`config.mk`:
```
export PLATFORM = sky130hd
export DESIGN_NAME = pipe_stage_flat
export DESIGN_NICKNAME = d
export VERILOG_FILES = /design/src/rtl/pipe_pkg.sv /design/src/rtl/pipe_stage_if.sv /design/src/rtl/pipe_stall_counter.sv /design/src/rtl/pipe_stage.sv /design/src/flat_wrapper.sv
export SDC_FILE = /design/constraint.sdc
export NUM_CORES = 1
export LEC_CHECK = 0
export BUFFER_PORTS_ARGS = -buffer_cell sky130_fd_sc_hd__buf_2
export CAP_MARGIN = 20
export CORE_AREA = 5 5 144 146
export CTS_BUF_LIST = sky130_fd_sc_hd__clkbuf_4 sky130_fd_sc_hd__clkbuf_8
export DETAILED_ROUTE_END_ITERATION = 10
export DIE_AREA = 0 0 149 151
export MAX_ROUTING_LAYER = met4
export PLACE_DENSITY = 0.78
export SETUP_SLACK_MARGIN = 0.1
export SYNTH_ARGS = -nofsm -noshare
export SYNTH_HDL_FRONTEND = slang
export SYNTH_SLANG_ARGS = --single-unit
```
`constraint.sdc`:
```
create_clock -name clk -period 2.3 [get_ports clk]
set_input_delay 0.23 -clock clk [delete_from_list [all_inputs] [get_ports clk]]
set_output_delay 0.23 -clock clk [all_outputs]
set_load 0.02 [all_outputs]
```
`src/rtl/pipe_pkg.sv`:
```
// pipe_pkg: constants shared by every backend pipeline stage.
//   - reset-active level and true/false constants
//   - default payload widths of the ID, EXE and WB stage buses
//   - field offsets inside those buses, so producers and consumers slice
//     them identically
package pipe_pkg;

  localparam logic RESET_ACTIVE = 1'b1;
  localparam logic TRUE         = 1'b1;
  localparam logic FALSE        = 1'b0;

  // Default payload widths per stage bus
  localparam int ID_BUS_W  = 134;
  localparam int EXE_BUS_W = 166;
  localparam int WB_BUS_W  = 166;

  // ID bus: {ctrl[37:0], imm[31:0], inst[31:0], pc[31:0]}
  localparam int ID_PC_LSB    = 0;
  localparam int ID_INST_LSB  = 32;
  localparam int ID_IMM_LSB   = 64;
  localparam int ID_CTRL_LSB  = 96;

  // EXE bus: {ctrl[37:0], rs2[31:0], alu[63:0], pc[31:0]}
  localparam int EXE_PC_LSB   = 0;
  localparam int EXE_ALU_LSB  = 32;
  localparam int EXE_RS2_LSB  = 96;
  localparam int EXE_CTRL_LSB = 128;

  // WB bus: {ctrl[37:0], rd[4:0], wdata[63:0], inst[26:0], pc[31:0]}
  localparam int WB_PC_LSB    = 0;
  localparam int WB_INST_LSB  = 32;
  localparam int WB_WDATA_LSB = 59;
  localparam int WB_RD_LSB    = 123;
  localparam int WB_CTRL_LSB  = 128;

endpackage

```
`src/rtl/pipe_stage_if.sv`:
```
// pipe_stage_if: one valid/ready channel carrying a DATA_W-bit payload.
//   valid  : producer holds a payload on data
//   ready  : consumer can take it this cycle
//   data   : payload
// Handshake: a transfer happens on every rising edge where valid & ready are
// both 1. Once valid is raised, the producer keeps valid and data stable until
// that transfer (except on flush/reset, which discard the item). Ready may
// change freely and must not depend on valid in a way that creates a loop.
// Modports: master = producer side, slave = consumer side.
interface pipe_stage_if #(
  parameter int DATA_W = 166
) ();

  logic              valid;
  logic              ready;
  logic [DATA_W-1:0] data;

  modport master (output valid, output data, input ready);
  modport slave  (input valid, input data, output ready);

endinterface

```
`src/rtl/pipe_stall_counter.sv`:
```
// pipe_stall_counter: wrapping CNT_W-bit event counter.
//   clk    : clock
//   clr_i  : synchronous clear (wins over en_i)
//   en_i   : count one event this cycle
//   cnt_o  : current count, wraps modulo 2^CNT_W, no saturation
module pipe_stall_counter #(
  parameter int CNT_W = 32
) (
  input  logic             clk,
  input  logic             clr_i,
  input  logic             en_i,
  output logic [CNT_W-1:0] cnt_o
);

  logic [CNT_W-1:0] cnt_q, cnt_d;

  always_comb begin
    cnt_d = cnt_q;
    if (clr_i)     cnt_d = '0;
    else if (en_i) cnt_d = cnt_q + CNT_W'(1);
  end

  always_ff @(posedge clk) begin
    cnt_q <= cnt_d;
  end

  assign cnt_o = cnt_q;

endmodule

```
`src/rtl/pipe_stage.sv`:
```
// pipe_stage: valid/ready pipeline register between two backend stages.
//   clk        : clock
//   reset      : synchronous active-high reset
//   flush      : drop all held entries and any same-cycle input
//   in_if      : upstream channel (slave side)
//   out_if     : downstream channel (master side), head entry
//   occupancy  : number of valid entries (0..1 or 0..2)
//   stall_cnt  : cycles with out valid, not ready, no flush (wrapping)
// SKID=0: one entry, in_ready depends combinationally on out_ready.
// SKID=1: two entries (main + skid), in_ready is registered, so no
//         combinational path from out_ready back to in_ready.
module pipe_stage
  import pipe_pkg::*;
#(
  parameter int DATA_W = 166,
  parameter int SKID   = 0,
  parameter int CNT_W  = 32
) (
  input  logic             clk,
  input  logic             reset,
  input  logic             flush,
  pipe_stage_if.slave      in_if,
  pipe_stage_if.master     out_if,
  output logic [1:0]       occupancy,
  output logic [CNT_W-1:0] stall_cnt
);

  logic              main_v_q, main_v_d;
  logic [DATA_W-1:0] main_q, main_d;
  logic              skid_v_q;
  logic              in_ready;
  logic              in_fire, out_fire;

  assign in_fire      = in_if.valid & in_ready;
  assign out_fire     = main_v_q & out_if.ready;
  assign in_if.ready  = in_ready;
  assign out_if.valid = main_v_q;
  assign out_if.data  = main_q;
  assign occupancy    = {1'b0, main_v_q} + {1'b0, skid_v_q};

  always_ff @(posedge clk) begin
    if (reset == RESET_ACTIVE) begin
      main_v_q <= FALSE;
      main_q   <= '0;
    end else begin
      main_v_q <= main_v_d;
      main_q   <= main_d;
    end
  end

  if (SKID == 0) begin : g_single
    assign skid_v_q = FALSE;
    // Can take a new item when empty or when the held one leaves this cycle.
    assign in_ready = ~reset & (~main_v_q | out_if.ready);

    always_comb begin
      main_v_d = main_v_q;
      main_d   = main_q;
      if (flush) begin
        main_v_d = FALSE;
      end else if (in_fire) begin
        main_v_d = TRUE;
        main_d   = in_if.data;
      end else if (out_fire) begin
        main_v_d = FALSE;
      end
    end
  end else begin : g_skid
    logic              skid_v_r, skid_v_d;
    logic [DATA_W-1:0] skid_q, skid_d;
    logic              in_ready_q;

    assign skid_v_q = skid_v_r;
    // Registered ready; reset masks it so nothing is accepted during reset.
    assign in_ready = ~reset & in_ready_q;

    always_comb begin
      main_v_d = main_v_q;
      main_d   = main_q;
      skid_v_d = skid_v_r;
      skid_d   = skid_q;
      if (flush) begin
        main_v_d = FALSE;
        skid_v_d = FALSE;
      end else begin
        case ({in_fire, out_fire})
          2'b11: begin
            // Head leaves and a new item arrives: head refills, occupancy same.
            if (skid_v_r) begin
              main_d = skid_q;
              skid_d = in_if.data;
            end else begin
              main_d = in_if.data;
            end
          end
          2'b10: begin
            if (!main_v_q) begin
              main_v_d = TRUE;
              main_d   = in_if.data;
            end else begin
              skid_v_d = TRUE;
              skid_d   = in_if.data;
            end
          end
          2'b01: begin
            if (skid_v_r) begin
              main_d   = skid_q;
              skid_v_d = FALSE;
            end else begin
              main_v_d = FALSE;
            end
          end
          default: ;
        endcase
      end
    end

    always_ff @(posedge clk) begin
      if (reset == RESET_ACTIVE) begin
        skid_v_r   <= FALSE;
        skid_q     <= '0;
        in_ready_q <= TRUE;
      end else begin
        skid_v_r   <= skid_v_d;
        skid_q     <= skid_d;
        in_ready_q <= ~skid_v_d;
      end
    end
  end

  pipe_stall_counter #(.CNT_W(CNT_W)) u_stall_cnt (
    .clk   (clk),
    .clr_i (reset == RESET_ACTIVE),
    .en_i  (main_v_q & ~out_if.ready & ~flush),
    .cnt_o (stall_cnt)
  );

endmodule

```
`src/flat_wrapper.sv`:
```
// flat-port wrapper written by rule: the top's interface ports become plain ports
module pipe_stage_flat import pipe_pkg::*;
#(
  parameter int DATA_W = 166,
  parameter int SKID   = 0,
  parameter int CNT_W  = 32
)
  (clk, reset, flush, occupancy, stall_cnt, in_if_valid, in_if_data, in_if_ready, out_if_valid, out_if_data, out_if_ready);
  pipe_stage_if #(.DATA_W(DATA_W)) in_if_i ();
  pipe_stage_if #(.DATA_W(DATA_W)) out_if_i ();
  input  logic clk;
  input  logic reset;
  input  logic flush;
  output logic [1:0] occupancy;
  output logic [CNT_W-1:0] stall_cnt;
  input wire logic [$bits(in_if_i.valid)-1:0] in_if_valid;
  input wire logic [$bits(in_if_i.data)-1:0] in_if_data;
  output wire logic [$bits(in_if_i.ready)-1:0] in_if_ready;
  output wire logic [$bits(out_if_i.valid)-1:0] out_if_valid;
  output wire logic [$bits(out_if_i.data)-1:0] out_if_data;
  input wire logic [$bits(out_if_i.ready)-1:0] out_if_ready;
  assign in_if_i.valid = in_if_valid;
  assign in_if_i.data = in_if_data;
  assign in_if_ready = in_if_i.ready;
  assign out_if_valid = out_if_i.valid;
  assign out_if_data = out_if_i.data;
  assign out_if_i.ready = out_if_ready;
  pipe_stage #(.DATA_W(DATA_W), .SKID(SKID), .CNT_W(CNT_W)) u_core (.clk(clk), .reset(reset), .flush(flush), .in_if(in_if_i), .out_if(out_if_i), .occupancy(occupancy), .stall_cnt(stall_cnt));
endmodule
```
* Word-level counts from Yosys, hierarchy flattened
Index checks and enable logic that the tools add are counted.
** Word-level totals
- Bits in registers :: 199
- Bits of input ports :: 171
** Cells by class
- $add $sub $neg :: 1
- Multiplexer cells :: 2
- Bitwise logic cells :: 10
- Reductions and logical operators :: 3
** Operators by type and width (number)
- $add 32x1->32 const B :: 1
- $and 1x1->1 :: 5
- $not 1->1 :: 4
- $mux 1 :: 2
- $reduce_and 2->1 :: 1
- $reduce_bool 2->1 :: 1
- $reduce_or 2->1 :: 1
- $or 1x1->1 :: 1

* Logic depth before layout (Yosys ltp)
- Depth in word-level cells :: 5
- Gate-level depth with buffers :: 7
- Depth with buffers taken out :: 4

* Hierarchy
From an unflattened synthesis, not the netlist that was laid out.
** Unflattened totals
- Cells, all modules :: 561
- Area, all modules :: 6650.1 um2
** Modules (own cells, without submodules)
- pipe_stage :: instances 1, cells each 380, area an instance 5086.1 um2, seq. area each 3343.2 um2
- pipe_stall_counter :: instances 1, cells each 181, area an instance 1564.0 um2, seq. area each 640.6 um2

* Worst setup path after synthesis
No wires, ideal clock.
- Path kind :: register to register
- Start point :: register u_core.main_v_q (netlist: u_core.out_if.valid)
- End point :: register u_core.u_stall_cnt.cnt_q[28] (netlist: u_core.u_stall_cnt.cnt_o[28])
- Setup time :: 123 ps
- Arrival time :: 1715 ps
- Data required time :: 2177 ps
- Slack :: 461 ps
- Stages on the path, launching flop included :: 7
- Buffers on the path :: 2
- Clock period less this slack :: 1839 ps
- Cells stage by stage :: dfxtp_1 and4bb_1 buf_6 nand3_4 buf_6 nor4_4 mux2_1
** Between the ends
- Word-level cells in the longest chain between the ends :: 2
** RTL lines
- from (decl) :: line pipe_stage.sv:28 : logic main_v_q, main_v_d;
- from (signal assigned) :: line pipe_stage.sv:46 : main_v_q <= main_v_d;
- $and 1x1->1 (2 in a row) :: line pipe_stage.sv:134 : .en_i (main_v_q & ~out_if.ready & ~flush),
- to (signal assigned) :: line pipe_stall_counter.sv:24 : cnt_q <= cnt_d;
- to (decl) :: line pipe_stall_counter.sv:15 : logic [CNT_W-1:0] cnt_q, cnt_d;
Every way passes these cells.
A chain may end at the register's enable or synchronous reset.

* Worst setup path after layout
- Start point :: register u_core.u_stall_cnt.cnt_q[0] (netlist: u_core.u_stall_cnt.cnt_o[0])
- End point :: register u_core.u_stall_cnt.cnt_q[18] (netlist: u_core.u_stall_cnt.cnt_o[18])
** Between the ends
- Word-level cells in the longest chain between the ends :: 1
** RTL lines
- $add 32x1->32 :: line pipe_stall_counter.sv:20 : else if (en_i) cnt_d = cnt_q + CNT_W'(1);
Every way passes these cells.

==> flow_metrics.tcl <==
set metrics [dict create \
    final_common_cell "buf_2" \
    clkSlewWorstSetupHoldPaths_ns 0.12 \
    syn_nets 1088 \
    tightest_slew_ns 0.799 \
    grt_pass1_wl_mm 40.6 \
    cp_max_fo 18 \
    gp_congestion 0.845 \
    hold_violations 0 \
    port_buffers 371 \
    critPathRequiredTime_ns 2.66 \
    cts_tree "built" \
    worst_setup_path_end_kind "flop" \
    std_cell_rows 51 \
    synthArstFlopShare 0 \
    via_per_inst 4.91 \
    relSlewSlack 0.467 \
    yosysSeqAreaShare 0.538 \
    r2r_cells 4 \
    die_area_um2 22500 \
    hp-start "in_if_data[137]" \
    reg2reg_slack_ns 0.45 \
    die_x_um 149 \
    cts_buffers 17 \
    finalSetupViolations 0 \
    cts_sinks 199 \
    grt_pass1_vias 8218 \
    synth_seq_cells 199 \
    wl_mm 26.3 \
    yosys.area.top_type_share 0.538 \
    antenna_found_initial 0 \
    nets 1576 \
    fmax_ghz 0.540 \
    min_period_over_period 0.805 \
    first_iter_violations 458 \
    power_density_nw_per_um2 593 \
    timing.rr.end "u_core.u_stall_cnt.cnt_o[18]" \
    grt_start_max_net_pins 91 \
    syn2layout_area_growth_pct 54.2 \
    crit_path_start_kind "flop" \
    maxCapViolCount 0 \
    synth_edf_count 0 \
    yosysUniqueCellTypes 38 \
    skew_ns 0.0197 \
    grtUsageTotal 0.228 \
    hold_end "u_core.out_if.data[137]" \
    r2r_start "u_core.u_stall_cnt.cnt_o[0]" \
    layout-drive-gt1-share 0.305 \
    synth_area_um2 7410 \
    cts_setup_buffers 0 \
    hold_slack_ns 0.0414 \
    hp-class "in -> reg" \
    fp.coreArea_um2 19300 \
    synth_top_cell_by_area "dfxtp_1" \
    ir_worst_vdd_mv 0.330 \
    status "finished clean" \
    fp.dieH_um 151 \
    clock_latency_ns 0.45 \
    tns_ns 0 \
    power_mw 6.77 \
    vias 8279 \
    final_cell_mix "370 x buf_2, 343 x nand2_1, 199 x dfxtp_1" \
    ant_nets 0 \
    synth_area_per_cell_um2 8.08 \
    synth_ff_type "dfxtp_1" \
    ys_warn_count 0 \
    start_util 0.384 \
    rsz0062_at_grt "no" \
    synth_cells 916 \
    hold_depth 3 \
    synthTopCellsByArea "dfxtp_1 54%, nand2_1 17%, a21oi_1 12%, clkbuf_1 1.8%, mux2_1 1.7%" \
    slew_viol_final 0 \
    crit_type "reg -> reg" \
    dp_cells 1498 \
    dp_hpwl_mm 16.0 \
    gr-total-overflow 0 \
    wl_per_cell_um 15.6 \
    dr.pass1.iters 5 \
    period_needed_ns 1.85 \
    worst_ep_arrival_time_ns 2.21 \
    clock_path_buffers 2 \
    h-tree-depth 4 \
    ios 373 \
    fin_util 0.593 \
    leakage_nw 5.11 \
    drc 0 \
    cts_root_buf "clkbuf_8" \
    final_cells 1685 \
    cts_resized 0 \
]
==> how the worst max path moves through the flow <==
stage / cells past startpoint / from / to
floorplan: 6 / u_core.out_if.valid / u_core.u_stall_cnt.cnt_o[28]
detailed placement: 4 / u_core.u_stall_cnt.cnt_o[0] / u_core.u_stall_cnt.cnt_o[18]
global placement: 6 / flush / u_core.u_stall_cnt.cnt_o[31]
finish: 4 / u_core.u_stall_cnt.cnt_o[0] / u_core.u_stall_cnt.cnt_o[18]
CTS: 4 / u_core.u_stall_cnt.cnt_o[0] / u_core.u_stall_cnt.cnt_o[18]
global route: 4 / u_core.u_stall_cnt.cnt_o[0] / u_core.u_stall_cnt.cnt_o[22]
==> critical path: stages (launching register included) <==
cell and delay (ns):
dfxtp_1 0.45, ha_1 0.28, nand3_4 0.24, nor4_1 0.42, mux2_1 0.36
==> flip-flops by register name (all words and copies together) (netlist names) <==
| name | count |
|---|---|
| u_core.out_if.data | 166 |
| u_core.out_if.valid | 1 |
| u_core.u_stall_cnt.cnt_o | 32 |
==> cells by family after synthesis <==
kind of cell             share of synthesized area
AO/OA/AOI/OAI                                0.134
flip-flops                                   0.538
multiplexers                                0.0167
other                                     0.000506
AND/OR/NAND/NOR                              0.256
adder cells (fa/ha/maj)                    0.00169
XOR/XNOR                                   0.00946
buffers and inverters                       0.0436
==> report_power, final <==
part           leakage (nW)  switching (mW)  internal (mW)  total (mW)
registers              1.61          0.0500           3.54        3.59
clock network         0.209            1.33          0.956        2.29
logic                  3.29           0.473          0.422       0.895
==> routing by layer <==
layer  vias to the layer above  share of wire  routed length [µm]  global-route usage
li1                       3982              -                   -                   -
met1                      3789           0.38                9870               0.249
met2                       426           0.50               13300               0.394
met3                        82          0.078                2060              0.0557
met4                         0          0.042                1110               0.103
met5                         -              0                   0                   -
==> layout make-up <==
cell class,count,area (µm²)
Inverter,3,11.3
Clock buffer,19,255
Sequential cell,199,3980
Fill cell,1570,7850
Antenna cell,3,7.51
Clock inverter,13,160
Timing Repair Buffer,537,3550
Multi-Input combinational cell,646,3120
Tap cell,265,332
==> stage by stage <==
| stage | area [µm²] | setup slack [ns] |
|---|---|---|
| finish | 11400 | 0.448 |
| global route | 11400 | 0.320 |
| CTS | 11400 | 0.431 |
| detailed placement | 9470 | 0.437 |
| global placement | 9470 | 0.515 |
| floorplan | 7410 | 0.461 |
==> cells in the mapped netlist (2+ instances only) <==
library cell / number
nand2_1: 343
dfxtp_1: 199
a21oi_1: 179
clkbuf_1: 36
nor2_1: 21
buf_2: 18
nor2b_1: 12
mux2_1: 11
nand3_1: 11
o31ai_1: 10
or4_1: 10
buf_1: 8
xor2_1: 7
and3_1: 5
nor4_1: 4
nor4_2: 4
and4_1: 3
buf_4: 3
buf_6: 3
inv_1: 3
nand4_1: 3
o21ai_0: 3
and2_1: 2
nand2_2: 2
nor4_4: 2
or3_1: 2
==> timing repair <==
action,CTS,global route
hold buffers,152,0
endpoints found under the setup margin,0,0
hold endpoints to repair,152,0
(Power assumes the default switching activity.)
